## config.mk

```make
export PLATFORM = sky130hd
export DESIGN_NAME = pc_sequencer
export DESIGN_NICKNAME = d
export VERILOG_FILES = /design/src/rtl/pc_sequencer.sv
export SDC_FILE = /design/constraint.sdc
export NUM_CORES = 1
export LEC_CHECK = 0
export CAP_MARGIN = 20
export CORE_MARGIN = 1
export CORE_UTILIZATION = 55
export DETAILED_ROUTE_END_ITERATION = 10
export HOLD_SLACK_MARGIN = 0.03
export PLACE_DENSITY = 0.82
export SETUP_SLACK_MARGIN = 0.1
export SYNTH_ARGS = -nofsm -noshare
export SYNTH_HDL_FRONTEND = slang
export SYNTH_SLANG_ARGS = --single-unit
```

## constraint.sdc

```tcl
create_clock -name clk -period 10.23 [get_ports clk]
set_input_delay 2.046 -clock clk [delete_from_list [all_inputs] [get_ports clk]]
set_output_delay 2.046 -clock clk [all_outputs]
set_load 0.01 [all_outputs]
```

## src/rtl/pc_sequencer.sv

```systemverilog
// ----------------------------------------------------------------------------
// pc_sequencer
//
// Purpose:
//   Program-counter sequencer for a simple fetch stage. In RUN the PC advances
//   by 4 each cycle, or loads an absolute jump-register target. A taken branch
//   spends one extra cycle in BR_CALC so that the single shared 32-bit adder
//   can form pc+4 in the first cycle and (pc+4)+offset in the second.
//
// Optional feature:
//   PC_ALIGN_CHECK_EN - when defined, jump targets whose low two bits are
//   non-zero are refused (the PC simply advances by 4) and misalign_err
//   pulses for one cycle. When undefined, misalign_err is not a port and
//   jump targets are loaded verbatim.
//
// Ports:
//   clk          in   1   clock, rising edge
//   rst_n        in   1   asynchronous active-low reset
//   stall_i      in   1   hold pc and state this cycle
//   br_req       in   1   taken-branch request (ignored while busy)
//   br_imm       in  16   signed branch word offset
//   jr_req       in   1   jump-register request (ignored while busy)
//   jr_target    in  32   absolute jump target
//   pc           out 32   current fetch address
//   pc_valid     out  1   pc is a committed fetch address this cycle
//   busy         out  1   branch target computation in progress
//   misalign_err out  1   one-cycle misaligned-jump flag (PC_ALIGN_CHECK_EN)
// ----------------------------------------------------------------------------
module pc_sequencer #(
    parameter logic [31:0] RESET_PC = 32'h0000_0000
) (
    input  logic        clk,
    input  logic        rst_n,
    input  logic        stall_i,
    input  logic        br_req,
    input  logic [15:0] br_imm,
    input  logic        jr_req,
    input  logic [31:0] jr_target,
    output logic [31:0] pc,
    output logic        pc_valid,
    output logic        busy
`ifdef PC_ALIGN_CHECK_EN
    ,
    output logic        misalign_err
`endif
);

    typedef enum logic {
        RUN     = 1'b0,
        BR_CALC = 1'b1
    } state_t;

    state_t      state;
    state_t      state_d;
    logic [31:0] pc_d;
    logic [31:0] pc4_q;
    logic [31:0] pc4_d;
    logic [31:0] off_q;
    logic [31:0] off_d;
    logic [31:0] add_a;
    logic [31:0] add_b;
    logic [31:0] sum;
    logic        started;
`ifdef PC_ALIGN_CHECK_EN
    logic        err_d;
`endif

    // The one adder in the block; its operands are steered by state so that
    // sequential increment and branch-target formation share it. Carry-out
    // is dropped, giving modulo 2^32 wrap.
    always_comb begin
        add_a = pc;
        add_b = 32'd4;
        if (state == BR_CALC) begin
            add_a = pc4_q;
            add_b = off_q;
        end
    end

    assign sum = add_a + add_b;

    // Next-state and output logic. Everything holds by default, which covers
    // stall_i in both states.
    always_comb begin
        state_d  = state;
        pc_d     = pc;
        pc4_d    = pc4_q;
        off_d    = off_q;
        busy     = (state == BR_CALC);
        pc_valid = started && (state == RUN);
`ifdef PC_ALIGN_CHECK_EN
        err_d    = 1'b0;
`endif
        unique case (state)
            RUN: begin
                if (!stall_i) begin
                    if (jr_req) begin
`ifdef PC_ALIGN_CHECK_EN
                        if (jr_target[1:0] != 2'b00) begin
                            pc_d  = sum;
                            err_d = 1'b1;
                        end else begin
                            pc_d = jr_target;
                        end
`else
                        pc_d = jr_target;
`endif
                    end else if (br_req) begin
                        // First branch cycle: the adder yields pc+4; the
                        // word offset is sign-extended and scaled to bytes.
                        pc4_d   = sum;
                        off_d   = {{14{br_imm[15]}}, br_imm, 2'b00};
                        state_d = BR_CALC;
                    end else begin
                        pc_d = sum;
                    end
                end
            end
            BR_CALC: begin
                if (!stall_i) begin
                    pc_d    = sum;
                    state_d = RUN;
                end
            end
            default: begin
                state_d = RUN;
            end
        endcase
    end

    // State and datapath registers. Reset aborts any branch in flight.
    // 'started' keeps pc_valid low until the first edge after reset release.
    always_ff @(posedge clk or negedge rst_n) begin
        if (!rst_n) begin
            state   <= RUN;
            pc      <= RESET_PC;
            pc4_q   <= 32'd0;
            off_q   <= 32'd0;
            started <= 1'b0;
`ifdef PC_ALIGN_CHECK_EN
            misalign_err <= 1'b0;
`endif
        end else begin
            state   <= state_d;
            pc      <= pc_d;
            pc4_q   <= pc4_d;
            off_q   <= off_d;
            started <= 1'b1;
`ifdef PC_ALIGN_CHECK_EN
            misalign_err <= err_d;
`endif
        end
    end

endmodule

```

* Yosys cells after proc, flatten, opt, wreduce, memory -nomap -nowiden
Index checks and enable logic that the tools add are counted.
Cells by class: add/subtract/negate cells 1, equality and inequality tests 3, multiplexer cells 12, bitwise operators 3, reduce and logical (&&, ||, !) cells 3
Operators with widths (count):
- $mux 32 | 6
- $pmux 32 s2 | 1
- $add 32x32->32 | 1
- $mux 1 | 4
- $ne 2x2->1 const B | 2
- $reduce_and 4->1 | 1
- $ne 3x3->1 const B | 1
- $not 1->1 | 3
- $reduce_and 3->1 | 1
- $pmux 1 s2 | 1
- $logic_and 1x1->1 | 1
Storage, ports and cells: register bits after elaboration 82, input bits 53, output and inout bits 34

* Depth between registers and ports, before layout
depth after elaboration 6, gate-level depth with buffers 16, mapped depth without buffers 13

* Least setup slack after synthesis
OpenSTA, ideal clock, no wires.
kind register to register, start point reg state (netlist: busy), end point reg pc[28], library setup time 0.125 ns, arrival 3.644 ns, required time 10.105 ns, slack 6.461 ns, stages on the path, launching flop included 15, buffers on the path 4, clock period less this slack 3.769 ns, cell sequence dfrtp_1 -> clkbuf_1 -> buf_6 -> clkbuf_1 -> mux2_2 -> ha_1 -> buf_6 -> a21o_1 -> a31o_2 -> a221o_2 -> a21oi_2 -> o2bb2ai_2 -> o311a_1 -> nor3_1 -> a21oi_1
On the way: cells in the longest elaborated chain, start to end 6
Ends and longest elaborated chain:
- start: declaration | line 53 | state_t state;
- start signal: assignment | line 144 | state <= state_d;
- $mux 32 | line 74 | if (state == BR_CALC) begin
- $add 32x32->32 | line 80 | assign sum = add_a + add_b;
- $mux 32 | line 108 | end else if (br_req) begin
- $mux 32 | line 97 | if (jr_req) begin
- $mux 32 | line 96 | if (!stall_i) begin
- $pmux 32 s2 | line 94 | unique case (state)
- end signal: assignment | line 145 | pc <= pc_d;
- end: declaration | line 39 | output logic [31:0] pc,
Several ways; a longest one is shown, not always the timed one. The select of a mux whose other input is x is not followed. A chain may end at the register's enable or synchronous reset.

* Worst setup path after layout
start point reg state (netlist: busy), end point out pc_valid
On the way: cells in the longest elaborated chain, start to end 2
Ends and longest elaborated chain:
- $not 1->1
- $logic_and 1x1->1 | line 90 | pc_valid = started && (state == RUN);
- end: declaration | line 40 | output logic pc_valid,
Every way passes these cells.

==> out/qor.yml <==
status: "finished clean"
dr.pass1.iters: 5
finClkSkew_ns: 0.0165
ys_ff_latch: 82
p_leak_uw: 0.00287
drive_gt1_share_pct: 12.9
yosysUniqueCellTypes: 58
grt_start_max_net_pins: 83
slew_headroom_pct: 29.0
intPower_uw: 997
die_w_um: 101
maxCapViolations: 0
rows: 35
synth_area_um2: 5360
ant_nets: 0
finalHoldViolations: 0
nFillCells: 723
clkSlewWorstSetupHoldPaths_ns: 0.09
endpoint_kind: "output port"
ys_warn_count: 0
wl_per_cell_um: 16.0
design.core.area_um2: 9330
cts_root_buffer: "clkbuf_8"
fmax_mhz: 240
clock_power_share_pct: 14.5
final-setup-viol-count: 0
grt_setup_unrepaired: "false"
p_sw_share_pct: 40.5
multi_input_area_um2: 3100
areaGrowthSynthToFinish_pct: 20.8
antenna_found_initial: 0
n_antenna_cell: 0
peakVddDrop_v: 0.000123
gr-total-overflow: 0
start_kind: "flip-flop"
grt_usage_pct: 27.0
combPwrFrac_pct: 51.2
grt_pass1_vias: 4731
hpwl_um: 8660
clockBufferDepth: 2
critPathLaunch: "busy"
synth-async-reset-ratio_pct: 100
post-route-min-period_ns: 4.16
io_buffers: 86
switching_power_uw: 677
drc_errors: 0
clkLatencyLatePin_ns: 0.37
drt-total-wl_um: 12800
syn_nets: 682
gp_congestion: 0.864
drt_iter0_drc: 288
final_common_cell: "clkdlybuf4s50_1"
path_max_fanout: 36
cts_tree: "done"
fin_crit_sh_pct: 40.7
crit_required_ns: 8.18
finalMaxSlewViolations: 0
avgViaCountPerCell: 5.76
seq_area_frac_synth_pct: 38.3
postCtsSetupRepairBufs: 0
seq_area_um2: 2050
synth-edff-count: 0
grt_first_pass_wirelength_um: 21600
fp.dieArea_um2: 10200
cts_hold_buf: 0
synth_ff_type: "dfrtp_1"
dr_total_vias: 4628
cts_sinks: 82
crit_type: "reg -> out"
nets: 748
start_util_pct: 57.5
worstHoldStart: "pc4_q[20]"
ctsResizeCount: 0
p_seq_share_pct: 34.3
worstMarginPinSlew_ns: 1.06
min_path_type: "reg -> reg"
power_uw: 1670
die_h_um: 101
ios: 87
ctsHtreeMaxLevel: 3
syn-instance-count: 604
cp.arrival_ns: 2.12
r2r_start: "busy"
final.setup.tns_ns: 0
cts_buffers: 9
avgSynthCellArea_um2: 8.88
rrSetupSlack_ns: 6.13
p_per_area_nw_per_um2: 258
mostFrequentLayoutCells: "85 x clkdlybuf4s50_1, 81 x dfrtp_1, 71 x nand2_1, 61 x o21ai_0, 55 x a21oi_1"
-- worst paths after layout --
kind	depth (start not counted)	endpoint
setup / recovery	3	pc_valid
max in group asynchronous	2	pc[11]
hold reg to reg	2	pc4_q[20]
setup reg to reg	14	pc[28]
hold / removal	2	pc4_q[20]
min in group asynchronous	1	pc4_q[24]
-- cell type report --
class                           count  area share [%]
Multi-Input combinational cell    471            47.9
Sequential cell                    82            31.7
Timing Repair Buffer               90            14.0
Tap cell                          129            2.49
Clock buffer                       11            2.18
Inverter                           16           0.927
Clock inverter                      5           0.830
-- registers in the layout, summed over array words and instances (netlist names) --
name,flops
pc,32
pc4_q,32
busy,1
started,1
off_q,16
-- stage by stage --
stage / hold WS (ns) / worst slack [ns] / utilization (%) / cells / area, um^2
after floorplan: 0.444 / 6.46 / - / 604 / 5360
after global placement: 0.456 / 6.05 / 67.1 / 787 / 6260
after detailed placement: 0.468 / 6.01 / 67.1 / 787 / 6260
after CTS: 0.486 / 6.06 / 69.2 / 803 / 6450
after global routing: 0.517 / 5.81 / 69.5 / 804 / 6480
final: 0.484 / 6.07 / 69.5 / 804 / 6480
-- worst max-delay path, cell delays in order, from the launching register on --
cell             delay (ns)
dfrtp_2                0.68
buf_4                  0.47
nor2b_1                0.09
clkdlybuf4s50_1        0.50
-- cell families after synthesis --
kind of cell / count (synthesis) / share of synthesized area, %
xor+xnor: 33 / 5.39
mux: 53 / 11.0
flops: 82 / 38.3
compound gates: 166 / 18.3
fa+ha+maj: 25 / 5.97
buf+inv: 51 / 4.13
other cells: 1 / 0.0699
simple gates: 193 / 16.9
-- cells in the mapped netlist (2+ instances only) --
cell type,instances,area (um^2)
o311a_1,2,20.0
a21oi_2,2,17.5
a211oi_1,3,22.5
nor2_1,50,188
a31oi_1,7,43.8
clkbuf_1,28,105
buf_2,3,15.0
ha_1,24,300
and3_1,10,62.6
o21ai_1,3,15.0
inv_1,16,60.1
nand2_1,71,267
and2_1,13,81.3
a21o_1,6,45.0
a21oi_1,55,275
dfrtp_1,82,2050
o21a_1,2,15.0
xnor2_1,19,166
xor2_1,14,123
mux2i_1,7,70.1
nand2b_1,6,37.5
buf_6,3,33.8
o21ai_0,61,305
nand3_1,14,70.1
nor2b_1,4,25.0
a22oi_1,2,15.0
o21bai_1,7,52.6
or3_1,4,25.0
nor3_1,7,35.0
nand3b_1,4,30.0
or2_2,2,12.5
and3_2,2,15.0
mux2_2,46,518
-- metal layers --
layer	GRT usage, %	share of wire, %	vias to the layer above
li1	-	-	2248
met3	5.41	5.5	17
met2	46.4	50	149
met4	9.92	1.2	0
met1	33.8	43	2214
met5	0	0	-
-- power by group through the flow --
stage                     clock [uW]  sequential (uW)  combinational (uW)
after detailed placement           0              577                 844
after global routing             258              591                 955
after CTS                        246              571                 853
after global placement             0              569                 815
final                            243              574                 857
after floorplan                    0              553                 595
(Power assumes the default switching activity.)
